<file path="config.mk">
export PLATFORM = sky130hd
export DESIGN_NAME = ether_frame_rx
export DESIGN_NICKNAME = d
export VERILOG_FILES = /design/src/rtl/ether_pkg.sv /design/src/rtl/ether_sync_edge.sv /design/src/rtl/ether_frame_rx.sv
export SDC_FILE = /design/constraint.sdc
export NUM_CORES = 1
export LEC_CHECK = 0
export CAP_MARGIN = 15
export CORE_ASPECT_RATIO = 0.8
export CORE_MARGIN = 2
export CORE_UTILIZATION = 50
export CTS_CLUSTER_SIZE = 40
export DETAILED_ROUTE_END_ITERATION = 6
export GPL_ROUTABILITY_DRIVEN = 0
export PLACE_DENSITY = 0.72
export SETUP_SLACK_MARGIN = 0.02
export SYNTH_ARGS = -nofsm -noshare
export SYNTH_HDL_FRONTEND = slang
export SYNTH_SLANG_ARGS = --single-unit
export TNS_END_PERCENT = 10
</file>
<file path="constraint.sdc">
create_clock -name clk_in -period 5.3 [get_ports clk_in]
set_input_delay 0.795 -clock clk_in [delete_from_list [all_inputs] [get_ports clk_in]]
set_output_delay 0.795 -clock clk_in [all_outputs]
set_load 0.1 [all_outputs]
</file>
<file path="src/rtl/ether_pkg.sv">
// Purpose: shared constants, state encoding and frame-check helper for the ether_on serial
//          command frame receiver.
// Contents: frame length, required header/separator/trailer values, field bit offsets,
//           error codes, receiver FSM state type, frame_check() priority checker.
package ether_pkg;

  localparam int unsigned SEQ_LEN     = 58;
  localparam int unsigned TIMEOUT_CYC = 4096;

  localparam logic [16:0] HDR_VAL = 17'h03000;
  localparam logic [1:0]  SEP_VAL = 2'b11;
  localparam logic [4:0]  TRL_VAL = 5'b11000;

  // Frame bit offsets, frame bit 57 is first on the line.
  localparam int unsigned HDR_MSB  = 57;
  localparam int unsigned HDR_LSB  = 41;
  localparam int unsigned SEP1_MSB = 40;
  localparam int unsigned SEP1_LSB = 39;
  localparam int unsigned FA_MSB   = 38;
  localparam int unsigned FA_LSB   = 23;
  localparam int unsigned SEP2_MSB = 22;
  localparam int unsigned SEP2_LSB = 21;
  localparam int unsigned FB_MSB   = 20;
  localparam int unsigned FB_LSB   = 5;
  localparam int unsigned TRL_MSB  = 4;
  localparam int unsigned TRL_LSB  = 0;

  localparam logic [2:0] ERR_NONE = 3'd0;
  localparam logic [2:0] ERR_HDR  = 3'd1;
  localparam logic [2:0] ERR_SEP  = 3'd2;
  localparam logic [2:0] ERR_TRL  = 3'd3;
  localparam logic [2:0] ERR_TMO  = 3'd4;

  typedef enum logic [1:0] {
    StIdle  = 2'd0,
    StArmed = 2'd1,
    StShift = 2'd2,
    StCheck = 2'd3
  } rx_state_e;

  // Returns the first failing check in priority order, or ERR_NONE for a good frame.
  function automatic logic [2:0] frame_check(input logic [SEQ_LEN-1:0] frame);
    if (frame[HDR_MSB:HDR_LSB] != HDR_VAL) begin
      return ERR_HDR;
    end
    if ((frame[SEP1_MSB:SEP1_LSB] != SEP_VAL) || (frame[SEP2_MSB:SEP2_LSB] != SEP_VAL)) begin
      return ERR_SEP;
    end
    if (frame[TRL_MSB:TRL_LSB] != TRL_VAL) begin
      return ERR_TRL;
    end
    return ERR_NONE;
  endfunction

endpackage

</file>
<file path="src/rtl/ether_sync_edge.sv">
// Purpose: bring an asynchronous level into the clk_in domain through two flops and flag
//          its 0->1 transitions.
// Ports: clk_in, reset_in (async, active-low), async_in (raw level),
//        rise_out (one-cycle pulse on each synchronized rising edge).
module ether_sync_edge (
  input  logic clk_in,
  input  logic reset_in,
  input  logic async_in,
  output logic rise_out
);

  logic r_meta;
  logic r_sync;
  logic r_prev;

  always_ff @(posedge clk_in or negedge reset_in) begin
    if (!reset_in) begin
      r_meta <= 1'b0;
      r_sync <= 1'b0;
      r_prev <= 1'b0;
    end else begin
      r_meta <= async_in;
      r_sync <= r_meta;
      r_prev <= r_sync;
    end
  end

  assign rise_out = r_sync & ~r_prev;

endmodule

</file>
<file path="src/rtl/ether_frame_rx.sv">
// Purpose: receive 58-bit serial command frames from the ether_on generator, check framing
//          and extract the two 16-bit payload fields.
// Ports: clk_in/reset_in (async, active-low); sclk_in/sdata_in serial line (async);
//        rx_enable_in abort/hold; frame_valid_out/frame_err_out one-cycle pulses;
//        field_a_out/field_b_out payload; err_code_out last error; busy_out in SHIFT/CHECK;
//        frame_cnt_out good-frame count.
module ether_frame_rx
  import ether_pkg::*;
(
  input  logic        clk_in,
  input  logic        reset_in,
  input  logic        sclk_in,
  input  logic        sdata_in,
  input  logic        rx_enable_in,
  output logic        frame_valid_out,
  output logic [15:0] field_a_out,
  output logic [15:0] field_b_out,
  output logic        frame_err_out,
  output logic [2:0]  err_code_out,
  output logic        busy_out,
  output logic [15:0] frame_cnt_out
);

  localparam logic [12:0] TMO_LAST = 13'(TIMEOUT_CYC - 1);
  localparam logic [5:0]  LAST_BIT = 6'(SEQ_LEN - 1);

  logic w_sample;
  logic r_sd_meta;
  logic r_sd_sync;

  rx_state_e          r_state, w_state_d;
  logic [SEQ_LEN-1:0] r_shreg, w_shreg_d;
  logic [5:0]         r_bit_cnt, w_bit_cnt_d;
  logic [12:0]        r_tmo, w_tmo_d;
  logic               r_valid, w_valid_d;
  logic               r_err, w_err_d;
  logic [2:0]         r_code, w_code_d;
  logic [15:0]        r_fa, w_fa_d;
  logic [15:0]        r_fb, w_fb_d;
  logic [15:0]        r_cnt, w_cnt_d;
  logic [2:0]         w_chk;

  ether_sync_edge u_sclk_sync (
    .clk_in   (clk_in),
    .reset_in (reset_in),
    .async_in (sclk_in),
    .rise_out (w_sample)
  );

  // Same two-flop depth as the sclk path, so data lines up with the sample event.
  always_ff @(posedge clk_in or negedge reset_in) begin
    if (!reset_in) begin
      r_sd_meta <= 1'b0;
      r_sd_sync <= 1'b0;
    end else begin
      r_sd_meta <= sdata_in;
      r_sd_sync <= r_sd_meta;
    end
  end

  assign w_chk = frame_check(r_shreg);

  always_comb begin
    w_state_d   = r_state;
    w_shreg_d   = r_shreg;
    w_bit_cnt_d = r_bit_cnt;
    w_tmo_d     = r_tmo;
    w_valid_d   = 1'b0;
    w_err_d     = 1'b0;
    w_code_d    = r_code;
    w_fa_d      = r_fa;
    w_fb_d      = r_fb;
    w_cnt_d     = r_cnt;
    if (!rx_enable_in) begin
      // Abort overrides sample and timeout events.
      w_state_d   = StIdle;
      w_shreg_d   = '0;
      w_bit_cnt_d = '0;
      w_tmo_d     = '0;
    end else begin
      unique case (r_state)
        StIdle: begin
          if (w_sample && r_sd_sync) w_state_d = StArmed;
        end
        StArmed: begin
          // The start bit is frame bit 57 (header MSB, always 0).
          if (w_sample && !r_sd_sync) begin
            w_state_d   = StShift;
            w_shreg_d   = '0;
            w_bit_cnt_d = 6'd1;
            w_tmo_d     = '0;
          end
        end
        StShift: begin
          if (r_tmo == TMO_LAST) begin
            // Timeout wins over a coincident sample.
            w_state_d   = StIdle;
            w_err_d     = 1'b1;
            w_code_d    = ERR_TMO;
            w_shreg_d   = '0;
            w_bit_cnt_d = '0;
            w_tmo_d     = '0;
          end else if (w_sample) begin
            w_shreg_d   = {r_shreg[SEQ_LEN-2:0], r_sd_sync};
            w_bit_cnt_d = r_bit_cnt + 6'd1;
            w_tmo_d     = '0;
            if (r_bit_cnt == LAST_BIT) w_state_d = StCheck;
          end else begin
            w_tmo_d = r_tmo + 13'd1;
          end
        end
        StCheck: begin
          w_state_d   = StIdle;
          w_bit_cnt_d = '0;
          w_tmo_d     = '0;
          if (w_chk == ERR_NONE) begin
            w_valid_d = 1'b1;
            w_fa_d    = r_shreg[FA_MSB:FA_LSB];
            w_fb_d    = r_shreg[FB_MSB:FB_LSB];
            w_cnt_d   = r_cnt + 16'd1;
          end else begin
            w_err_d  = 1'b1;
            w_code_d = w_chk;
          end
        end
        default: w_state_d = StIdle;
      endcase
    end
  end

  always_ff @(posedge clk_in or negedge reset_in) begin
    if (!reset_in) begin
      r_state   <= StIdle;
      r_shreg   <= '0;
      r_bit_cnt <= '0;
      r_tmo     <= '0;
      r_valid   <= 1'b0;
      r_err     <= 1'b0;
      r_code    <= ERR_NONE;
      r_fa      <= '0;
      r_fb      <= '0;
      r_cnt     <= '0;
    end else begin
      r_state   <= w_state_d;
      r_shreg   <= w_shreg_d;
      r_bit_cnt <= w_bit_cnt_d;
      r_tmo     <= w_tmo_d;
      r_valid   <= w_valid_d;
      r_err     <= w_err_d;
      r_code    <= w_code_d;
      r_fa      <= w_fa_d;
      r_fb      <= w_fb_d;
      r_cnt     <= w_cnt_d;
    end
  end

  assign frame_valid_out = r_valid;
  assign frame_err_out   = r_err;
  assign err_code_out    = r_code;
  assign field_a_out     = r_fa;
  assign field_b_out     = r_fb;
  assign frame_cnt_out   = r_cnt;
  assign busy_out        = (r_state == StShift) || (r_state == StCheck);

endmodule

</file>
==> results of run 1 <==
## cells in the mapped netlist, types with 2 or more instances
cell type / count
dfrtp_1: 137
nand2_1: 133
o21ai_0: 67
mux2_2: 34
nor2_1: 21
clkbuf_1: 19
nand3_1: 17
xnor2_1: 17
nand4_1: 10
nor3_1: 9
a21oi_1: 6
a22o_1: 6
and3_1: 6
a21o_1: 5
buf_2: 5
inv_1: 5
ha_1: 4
xor2_1: 4
a31oi_1: 3
buf_6: 3
nor4_1: 3
nor4_2: 3
or3_1: 3
and2_1: 2
and4_1: 2
nand2b_1: 2
nor2b_1: 2
nor4_4: 2
o31ai_1: 2
## layout by cell type, fill, tap and decap left out, types with 4 or more instances in the layout
cell / instances
dfrtp_1: 137
nand2_1: 133
o21ai_0: 67
clkdlybuf4s50_1: 57
mux2_2: 34
nor2_1: 21
nand3_1: 17
xnor2_1: 17
clkbuf_16: 17
nand4_1: 10
nor3_1: 8
a21oi_1: 6
and3_1: 6
a22o_1: 6
inv_1: 5
a21o_1: 5
xor2_1: 4
ha_1: 4
bufinv_16: 4
buf_4: 4
## sequential cells by signal, summed over array words and instances (netlist names), 2 cells and up
name	count
field_b_out	16
r_tmo	13
r_bit_cnt	6
err_code_out	3
field_a_out	16
frame_cnt_out	16
r_shreg	58
r_state	2
## cell type report
cell class                 instances  area [sq um]
sequential                       137          3430
multi-input combinational        378          2260
inverter                           5          18.8
fill                             903          4320
timing repair buffer              62           612
clock buffer                      18           429
tap                              148           185
clock inverter                    11           174
## stage by stage
stage	hold WS [ps]	cells	utilization [%]
3_5_place_dp	336	730	56.9
3_3_place_gp	337	730	56.9
2_1_floorplan	331	547	-
5_1_grt	361	759	62.2
6_report	349	759	62.2
4_1_cts	350	759	62.2
## worst max-delay path: stages
cell	delay, ps
clkdlybuf4s50_1	590
nand2_1	190
or3_1	490
o22ai_4	170
buf_4	700
o21ai_0	230
## worst paths after layout
kind                                   start           endpoint  slack [ps]  cells past startpoint
worst min-delay path               r_sd_meta          r_sd_sync         350                      0
max in group asynchronous           reset_in        r_shreg[26]        3720                      2
worst max register to register   r_shreg[41]     field_a_out[8]        2760                      5
min in group asynchronous           reset_in  frame_cnt_out[15]         440                      1
worst max-delay path            rx_enable_in        r_shreg[30]        2300                      6
worst min register to register     r_sd_meta          r_sd_sync         350                      0
## per-layer routing
metal	GRT usage, %	vias to the layer above	share of wire, %
li1	-	1988	-
met1	26.4	2013	49
met2	28.5	84	45
met3	5.89	7	4.7
met4	3.98	0	0.77
met5	0	-	0
## cell families (layout without fill, tap and decap cells)
family	count (synthesis)	after routing	synth area share [%]
AOI/OAI and AO/OA	95	95	9.32
xor gates and xnor gates	21	21	3.16
adders and majority gates	4	4	0.859
buffers and inverters	32	96	2.56
DFF	137	137	58.9
muxes	34	34	6.57
and+or+nand+nor	224	224	18.7
## report_power, final
part	total (mW)	internal, mW	switching, mW
Clock	1.21	0.781	0.432
Combinational	0.0765	0.0155	0.0610
Sequential	1.06	1.05	0.00710
Total	2.35	1.85	0.500
==> impl_results.md, run 1 <==
- Outcome: finished clean
- Critical path peak fanout: 116
- Top FF cell, synth: dfrtp_1
- Pins over their slew limit: 0
- Skew-Pair Late Insertion Delay: 410 ps
- 1st-pass router iterations: 4
- Row count: 35
- Slew margin rel.: 34.6%
- Die area: 0.0125 sq mm
- Final wirelength: 11,100 um
- Largest cells by area after synthesis: dfrtp_1, nand2_1, mux2_2
- Hold Crit Class: flop to flop
- Tmin final: 3000 ps
- Total power: 2.35 mW
- Fraction of layout cells with a size suffix above 1: 12.8%
- Hold_buf cts: 0
- Number of synthesized flops with an enable pin: 0
- Critical Path Source Type: primary input
- Worst slew pin tran: 978 ps
- WP data arrival: 3240 ps
- Largest net degree at the start of global routing: 117
- Worst Path Required: 5540 ps
- Total of max-cap violations: 0
- Post-CTS setup buffer count: 0
- Setup Skew: 7.70 ps
- Asr flop ratio synth: 100%
- Setup ws final: 2300 ps
- RSZ-0062 raised after global routing: no
- Drt wl/cell: 14.6 um
- TNS Setup: 0 ps
- Crit share post-route: 56.5%
- Grt ovf: 0
- PD cells: 330 mW/mm^2
- Hpwl dp: 6910 um
- Syn Inst Count: 547
- Highest Clock Rate: 0.334 GHz
- CP endpoint kind: flop
- Synth Register Bits: 137
- Total number of vias: 4,092
- Total GRT Usage: 18.6%
- Synth cell types: 44
- PortBufs: 58
- Syn nets: 556
- Detail Route Antenna Nets: 0
- Final Hold Fails: 0
- Synth Area per Inst: 10.6 sq um
- Core area: 0.0114 sq mm
- Setup Slack @ Placement: 1860 ps
- Area leader, netlist: dfrtp_1
- Area delta synth->final: 22.0%
- Synth Cell Area: 0.00582 sq mm
- CTS root buf: clkbuf_16
- Worst vdd ir: 0.000213 V
- Fin area: 0.00711 sq mm
- DIE HEIGHT: 101 um
- # setup viols final: 0
- Initial Utilization: 51.0%
- DP Area: 0.00650 sq mm
- Die width: 125 um
- Antenna Cells: 0
- Ports: 59
- Clock tree sinks: 137
- Critical path type: primary input to flop
- PostCTS Resize Cnt: 0
- First-pass GRT wire length: 18,900 um
- Static Leak: 3.09 nW
- Clock transition at the registers of the reported paths: 60 ps
- CTS Buf Count: 17
- Drt via density: 5.39
- Drt drc: 0
- Initial antenna violation count: 0
- H-tree depth: 4
- Sequential-to-total area share from yosys stat: 58.9%
- Vias in the first global route: 3,937
- Ys Warns: 0
- Iter 0 DRT Violations: 264
- Area share of the largest cell type after synthesis: 58.9%
- CTS tree: done
- CTS max path bufs: 2
- Final nets: 610
No activity file was read; power rests on OpenSTA's default activity.
==> inputs of run 2 (changes only) <==
==> constraint.sdc (replaced) <==
create_clock -name clk_in -period 2.9 [get_ports clk_in]
set_input_delay 0.435 -clock clk_in [delete_from_list [all_inputs] [get_ports clk_in]]
set_output_delay 0.435 -clock clk_in [all_outputs]
set_load 0.1 [all_outputs]
==> run 2 against run 1 <==
  * Register-to-register slack got worse by 2300 ps
  * Worst hold slack worse by 270 ps
  * Routed wire length grew 1.7%
  * Clock power grew 72%
  * Sequential power increased by 82%
  * Utilization down 0.51 points
  * Largest cell class unchanged
==> impl_results.md, run 2 (same netlist as run 1, synthesis figures left out) <==
- Largest register by flop count: r_shreg
- Highest Clock Rate: 0.414 GHz
- WP data arrival: 2710 ps (-530 ps)
- Outcome: finished clean
- 1st-pass router iterations: 5 (+1)
- Cell-by-cell trace of the critical path: nor4_2, nand2_1, nor4_4, buf_12, mux2_2
- PostCTS Resize Cnt: 0 (unchanged)
- Initial antenna violation count: 0 (unchanged)
- Worst vdd ir: 0.000471 V (+120%)
- Commonest non-fill, non-tap cell in the layout: dfrtp_1
- CTS root buf: clkbuf_16
- Worst Path Required: 3200 ps (-2340 ps)
- Skew-Pair Late Insertion Delay: 410 ps (about the same)
- CTS Buf Count: 17 (unchanged)
- Critical path peak fanout: 32 (-72%)
- Fraction of layout cells with a size suffix above 1: 23.0% (+10 points)
- Antenna Cells: 0 (unchanged)
- Vias in the first global route: 4,062 (+3.2%)
- Initial Utilization: 51.0% (unchanged)
- Clock tree sinks: 137 (unchanged)
- DIE HEIGHT: 101 um (unchanged)
- TNS Setup: 0 ps (unchanged)
- Critical path's slowest cell: nor4_4
- Crit share post-route: 83.2%
- # setup viols final: 0 (unchanged)
- Placed Cells incl. Taps: 737 (+0.96%)
- Grt ovf: 0 (unchanged)
- H-tree depth: 4 (unchanged)
- PD cells: 591 mW/mm^2 (+79%)
- Area delta synth->final: 21.0%
- Critical path type: flop to flop
- Pins over their slew limit: 0 (unchanged)
- CP endpoint kind: flop
- PortBufs: 58 (unchanged)
- Setup Skew: 9.09 ps (+1.39 ps)
- Ports: 59 (unchanged)
- Drt wl/cell: 14.6 um (+0.33%)
- Final nets: 617 (+1.1%)
- Largest net degree at the start of global routing: 87 (-26%)
- Hold Crit Class: primary input to asynchronous set/reset pin
- Core area: 0.0114 sq mm (unchanged)
- Total GRT Usage: 19.2% (+0.61 points)
- Post-CTS setup buffer count: 0 (unchanged)
- Drt drc: 0 (unchanged)
- CTS max path bufs: 2 (unchanged)
- Final Hold Fails: 0 (unchanged)
- Commonest non-fill, non-tap cells in the layout: dfrtp_1, nand2_1, o21ai_0
- Iter 0 DRT Violations: 291 (+10%)
- Critical Path Source Type: flop
- Die area: 0.0125 sq mm (unchanged)
- Detail Route Antenna Nets: 0 (unchanged)
- First-pass GRT wire length: 19,500 um (+2.8%)
- Max FFs per register: 58 (unchanged)
- Total of max-cap violations: 0 (unchanged)
- Row count: 35 (unchanged)
- Hpwl dp: 7190 um (+4.0%)
- RSZ-0062 raised after global routing: no
- Static Leak: 3.25 nW (+5.2%)
- Hold_buf cts: 0 (unchanged)
- Crit-path max cell delay: 610 ps (-90 ps)
- Die width: 125 um (unchanged)
- Final wirelength: 11,300 um (+1.7%)
- Worst slew pin tran: 767 ps (-211 ps)
- Slew margin rel.: 48.9% (+14 points)
- Tmin final: 2410 ps
- Total number of vias: 4,087 (-0.12%)
- Clock transition at the registers of the reported paths: 60 ps (about the same)
- CTS tree: done
- Drt via density: 5.31 (-1.4%)
- Fin cells: 769 (+1.3%)
[run 2: changes by cell type in the layout (fill, tap and decap cells not counted), sizes merged]
cell,change
clkinv,+4
clkdlybuf4s50,-54
inv,+4
bufinv,-3
clkinvlp,-2
buf,+61
[run 2: path summary, 6_finish.rpt]
| check | startpoint | cells after the start | slack [ps] | endpoint |
|---|---|---|---|---|
| min | reset_in | 1 | 80 | frame_cnt_out[15] |
| max | r_shreg[50] | 5 | 490 | field_b_out[13] |
| min in group clk_in | r_sd_meta | 0 | 350 | r_sd_sync |
| min reg2reg | r_sd_meta | 0 | 350 | r_sd_sync |
| max in group asynchronous | reset_in | 2 | 2050 | field_b_out[13] |
| max reg2reg | r_shreg[50] | 5 | 490 | field_b_out[13] |
[run 2: layer usage]
layer / share of wire (%) / vias to the layer above / global-route usage (%) / wire, um
met2: 46 / 67 / 29.1 / 5180
met3: 4.2 / 7 / 5.63 / 471
met4: 0.73 / 0 / 6.74 / 82
li1: - / 2005 / - / -
met5: 0 / - / 0 / 0
met1: 49 / 2008 / 26.8 / 5520
[run 2: area by class of cell]
type / instances / area [sq um]
Clock buffer: 18 / 439
Clock inverter: 14 / 138
Fill cell: 906 / 4380
Inverter: 5 / 18.8
Multi-Input combinational cell: 378 / 2260
Sequential cell: 137 / 3430
Tap cell: 148 / 185
Timing Repair Buffer: 69 / 579
[run 2: worst max-delay path: cells and delay by family, from the launching register on]
kind          cells  cell delay, ps
flops             1             410
simple gates      3            1220
buf+inv           1             280
mux               1             360
[run 2: power by group]
part,switching (mW),internal (mW)
Sequential,0.0125,1.92
Combinational,0.114,0.0372
Clock,0.855,1.22
Total,0.981,3.18
[run 2: through the flow]
step	setup WS [ps]	util (%)	hold WS, ps	total power [mW]	cell area (sq um)
floorplan	705	-	139	2.05	5820
global placement	428	56.6	337	2.12	6470
detailed placement	334	56.6	336	2.12	6470
CTS	487	61.7	105	4.20	7050
global route	364	61.7	137	4.32	7050
finish	487	61.7	75.5	4.16	7050
==> inputs of run 3 (changes only) <==
==> constraint.sdc (replaced) <==
create_clock -name clk_in -period 2.3 [get_ports clk_in]
set_input_delay 0.345 -clock clk_in [delete_from_list [all_inputs] [get_ports clk_in]]
set_output_delay 0.345 -clock clk_in [all_outputs]
set_load 0.1 [all_outputs]
==> run 3 against run 2 <==
  * Register-to-register slack lost 330 ps
  * Largest cell class unchanged
  * Setup slack lost 330 ps
  * Routed wire length shrank 1.8%
  * Sequential power grew 26%
  * Non-clock buffer count grew 14
  * Final cell count grew 1.8%
  * Largest power group is now sequential cells
  * Global-route usage shrank 0.11 points
  * Die area is the same
  * Worst hold slack gained 280 ps
  * Maximum frequency grew 13%
  * Clock-buffer cell count grew 2
  * Utilization grew 0.88 points
  * Highest routed layer unchanged
==> impl_results.md, run 3 (same netlist as run 1, synthesis figures left out) <==
- Fraction of layout cells with a size suffix above 1: 24.1% (+1.1 points)
- Critical path type: flop to flop
- Switch share: 23.9% (+0.33 points)
- Drt drc: 0 (unchanged)
- Iter 0 DRT Violations: 285 (-2.1%)
- Highest Clock Rate: 0.467 GHz (+13%)
- RSZ-0062 raised after global routing: no
- Pint: 3.87 mW (+22%)
- Pins over their slew limit: 0 (unchanged)
- Commonest non-fill, non-tap cell in the layout: dfrtp_1
- Largest register by flop count: r_shreg
- Clock Power Share: 48.1% (-1.8 points)
- Core area: 0.0114 sq mm (unchanged)
- Critical path peak fanout: 32 (unchanged)
- Drt via density: 5.32 (about the same)
- Sequential power share: 48.0% (+1.5 points)
- Buf+Inv Stages, Crit Path: 1 (unchanged)
- Worst Path Required: 2600 ps (-600 ps)
- # setup viols final: 0 (unchanged)
- Clock transition at the registers of the reported paths: 60 ps (about the same)
- Final Hold Fails: 0 (unchanged)
- Hold Crit Class: flop to flop
- Placed Cells incl. Taps: 748 (+1.5%)
- CTS Buf Count: 17 (unchanged)
- WP data arrival: 2440 ps (-270 ps)
- Setup Slack @ Placement: 109 ps (-225 ps)
- CTS tree: done
- DIE HEIGHT: 101 um (unchanged)
- Static Leak: 3.29 nW (+1.2%)
- Total of max-cap violations: 0 (unchanged)
- Die area: 0.0125 sq mm (unchanged)
- Worst vdd ir: 0.000582 V (+24%)
- Total GRT Usage: 19.1% (-0.11 points)
- H-tree depth: 4 (unchanged)
- CTS max path bufs: 2 (unchanged)
- Total number of vias: 4,165 (+1.9%)
- Vias in the first global route: 4,075 (+0.32%)
- Hpwl dp: 7230 um (+0.55%)
- Crit share post-route: 93.1% (+9.9 points)
- Initial Utilization: 51.0% (unchanged)
- Tmin final: 2140 ps (-272 ps)
- Setup ws final: 159 ps (-328 ps)
- Combinational power share: 4.0% (+0.4 points)
- Final wirelength: 11,100 um (-1.8%)
- Fill count: 917 (+1.2%)
- 1st-pass router iterations: 4 (-1)
- PD cells: 711 mW/mm^2 (+20%)
- Skew-Pair Late Insertion Delay: 420 ps (about the same)
- Final nets: 631 (+2.3%)
- TNS Setup: 0 ps (unchanged)
- CTS root buf: clkbuf_16
- Die width: 125 um (unchanged)
- Grt ovf: 0 (unchanged)
- Antenna Cells: 0 (unchanged)
- Outcome: finished clean
- Row count: 35 (unchanged)
- Critical Path Source Type: flop
- PortBufs: 58 (unchanged)
- Net switching power: 1.22 mW (+24%)
- Crit-path max cell delay: 440 ps (-170 ps)
- Setup Skew: 7.71 ps (-1.38 ps)
- Detail Route Antenna Nets: 0 (unchanged)
- Worst slew pin tran: 491 ps (-276 ps)
- Max FFs per register: 58 (unchanged)
- Critical path's slowest cell: nor4b_4
- Largest net degree at the start of global routing: 75 (-14%)
- Initial antenna violation count: 0 (unchanged)
- Clock tree sinks: 137 (unchanged)
- Area delta synth->final: 22.7%
- PostCTS Resize Cnt: 0 (unchanged)
- Cell-by-cell trace of the critical path: nor4b_4, nand3_4, nor4_4, buf_12, mux2_2
- Slew margin rel.: 67.1% (+18 points)
- Fin cells: 783 (+1.8%)
- Drt wl/cell: 14.1 um (-3.5%)
- Cell family with most CP delay: simple AND/OR/NAND/NOR gates
- Ports: 59 (unchanged)
- First-pass GRT wire length: 19,100 um (-1.7%)
- CP endpoint kind: flop
- Commonest non-fill, non-tap cells in the layout: dfrtp_1, nand2_1, buf_4
run 3: power by group through the flow:
stage	combinational [mW]	sequential, mW	clock [mW]
after detailed placement	0.206	2.48	0
after floorplan	0.0820	2.50	0
after global routing	0.226	2.44	2.59
after CTS	0.208	2.44	2.49
final	0.202	2.44	2.44
after global placement	0.202	2.48	0
run 3: path summary, 6_finish.rpt:
kind | start | endpoint | slack [ps] | cells past startpoint
max | r_shreg[0] | field_a_out[0] | 160 | 5
min | r_sd_meta | r_sd_sync | 350 | 0
max reg2reg | r_shreg[0] | field_a_out[0] | 160 | 5
min reg2reg | r_sd_meta | r_sd_sync | 350 | 0
max in group asynchronous | reset_in | field_a_out[1] | 1300 | 3
min in group asynchronous | reset_in | frame_cnt_out[14] | 410 | 2
run 3: layout make-up:
type / instances / area, sq um / area share, %
inverters: 5 / 18.8 / 0.263
clock inverters: 12 / 95.1 / 1.33
well taps: 148 / 185 / 2.59
multi-input cells: 378 / 2260 / 31.6
clock buffers: 20 / 437 / 6.11
repair buffers: 83 / 724 / 10.1
flip-flops and latches: 137 / 3430 / 48.0
run 3: stage by stage:
stage,hold slack (ps),power (mW),cell area [sq um],util [%]
after floorplan,49.4,2.58,5820,-
after global placement,292,2.68,6590,57.7
after detailed placement,298,2.69,6590,57.7
after CTS,352,5.14,7130,62.4
after global routing,351,5.26,7150,62.5
final,354,5.09,7150,62.5
run 3: repair_timing:
action,4_1_cts,5_1_grt
hold endpoints to repair,41,0
buffers inserted,0,2
hold buffers,1,0
setup endpoints to repair,0,3
run 3: metal layers:
metal | vias to the layer above | global-route usage, % | wire [um]
li1 | 2031 | - | -
met1 | 2040 | 25.9 | 5330
met2 | 83 | 29.2 | 5140
met3 | 11 | 5.94 | 472
met4 | 0 | 7.43 | 106
met5 | - | 0 | 0
==> RTL change: new RTL, settings of run 3 <==
Put one more register stage on the output `field_a_out`, cleared by the reset. The value now appears one clock later. The other outputs are not delayed to match.
--- a/src/rtl/ether_frame_rx.sv
+++ b/src/rtl/ether_frame_rx.sv
@@ -159,3 +159,9 @@
   assign err_code_out    = r_code;
-  assign field_a_out     = r_fa;
+  always_ff @(posedge clk_in or negedge reset_in) begin
+    if (!reset_in) begin
+      field_a_out <= '0;
+    end else begin
+      field_a_out <= r_fa;
+    end
+  end
   assign field_b_out     = r_fb;
Function: no difference found for any inputs over 10 cycles, from zero or initial values and one cycle with reset_in low; that may be too few to reach the edited logic, so the function may still have changed.
==> RTL change against run 3 <==
Sequential share of layout area increased by 3.0 points. Routed wire length rose by 8.5%. Area after synthesis grew 5.2%. Sequential cell count increased by 16. Cell area rose by 5.2%. Total power increased by 9.3%. Synthesized cell count down 15%. Sequential power up 11%. Combinational power shrank 23%. Worst setup slack better by 0.034 ns. Cell count down 9.6%. Critical path type unchanged. Critical endpoint is now r_shreg[49]$_DFFE_PN0P_.
==> RTL change: results <==
[hold_path]
holdPathEnd = r_sd_sync$_DFF_PN0_
whs_path_depth = 0
min-delay-start = r_sd_meta$_DFF_PN0_

[setup_path]
reg2reg_depth = 7
regToRegStartpoint = r_tmo[0]$_DFFE_PN0P_
cp_slowest_cell = dfrtp_1
r2r_end = r_shreg[49]$_DFFE_PN0P_
max_stage_delay_ns = 0.38
crit_fanout = 8
reg2reg_slack_ns = 0.19
cp.arrival_ns = 2.41

[global_route]
grt_max_degree = 51
grt_pass1_wl_mm = 19.9
grt_overflow_total = 0
grt_usage_pct = 19.5
grt_pass1_vias = 3930

[final_layout]
drive_gt1_share_pct = 24.5
nNetsFinal = 552
fillers = 921

[sta]
clock_skew_ns = 0.0127
whs_ns = 0.352
max_slew_margin_pct = 55.3
fin_tns_setup_ns = 0

[logic_synthesis]
ys_warn_count = 0
ys_top_cells_by_area = dfrtp_1 62%, a22o_1 8.6%, mux2_1 4.0%, mux2_2 2.4%, xor2_1 2.3%
synth-seq-area-share_pct = 62.5
netlist_top_cells_count = 153 x dfrtp_1, 60 x a22o_1, 22 x mux2_1
ys_types = 57
async_reset_ff_share_pct = 100
synth_nets = 472

[power_and_ir_drop]
p_comb_mw = 0.155
powerSeq_mw = 2.71
vdd_drop_max_uv = 479
leakage_nw = 3.72
power_switching_mw = 1.22
fin_total_pwr_mw = 5.56

[clock_tree]
cts.repair.resized = 0
cts_buffers = 17
insertion_delay_ns = 0.42
cts_buffer_depth = 2
clkTransAtPathRegs_ns = 0.06

[route]
drtIter0Drc = 289
routed_wl_mm = 12.0
num_vias = 4085
drtPass1Iterations = 4

[place]
placed_area_um2 = 6930
portBuffers = 58
preCtsSetupSlack_ns = 0.00425
hpwl_mm = 7.95

[outcome]
outcome = completed
## RTL change: worst max-delay path: cells and delay by family (launching register included)
family | cells | cell delay, ns
compound gates | 2 | 0.46
fa+ha+maj | 1 | 0.24
buf+inv | 2 | 0.40
flops | 1 | 0.38
simple gates | 2 | 0.51
## RTL change: worst max path at each step
stage          slack (ns)                 endpoint
2_1_floorplan        0.23  r_shreg[31]$_DFFE_PN0P_
3_5_place_dp        0.004     r_tmo[8]$_DFFE_PN0P_
6_report             0.19  r_shreg[49]$_DFFE_PN0P_
5_1_grt              0.03  r_shreg[49]$_DFFE_PN0P_
3_3_place_gp         0.04  r_shreg[53]$_DFFE_PN0P_
4_1_cts              0.16  r_shreg[13]$_DFFE_PN0P_
## RTL change: layer usage
metal	wire, µm	vias to the layer above	GRT usage (%)	share of wire [%]
met5	0	-	0	0
met4	126	0	6.09	1.1
met3	593	14	5.40	4.9
met2	5370	107	28.8	45
met1	5900	2056	28.5	49
li1	-	1908	-	-
## RTL change: stage by stage
| step | utilization (%) | std cells |
|---|---|---|
| 2_1_floorplan | - | 463 |
| 3_3_place_gp | 57.4 | 675 |
| 3_5_place_dp | 57.4 | 675 |
| 4_1_cts | 62.3 | 708 |
| 5_1_grt | 62.3 | 708 |
| 6_report | 62.3 | 708 |
## RTL change: logic make-up after synthesis
kind of cell	count (synthesis)	share of synthesized area, %
mux	35	6.43
simple gates	117	11.6
fa+ha+maj	4	0.817
buf+inv	34	2.82
compound gates	101	13.1
flops	153	62.5
xor+xnor	19	2.72
## RTL change: cell type report
type	count	area, µm²	share of cell area, %
multi-input cells	276	2140	28.5
repair buffers	87	746	9.92
inverters	8	30.0	0.399
clock buffers	21	470	6.26
flip-flops and latches	153	3830	50.9
clock inverters	11	110	1.46
well taps	152	190	2.53
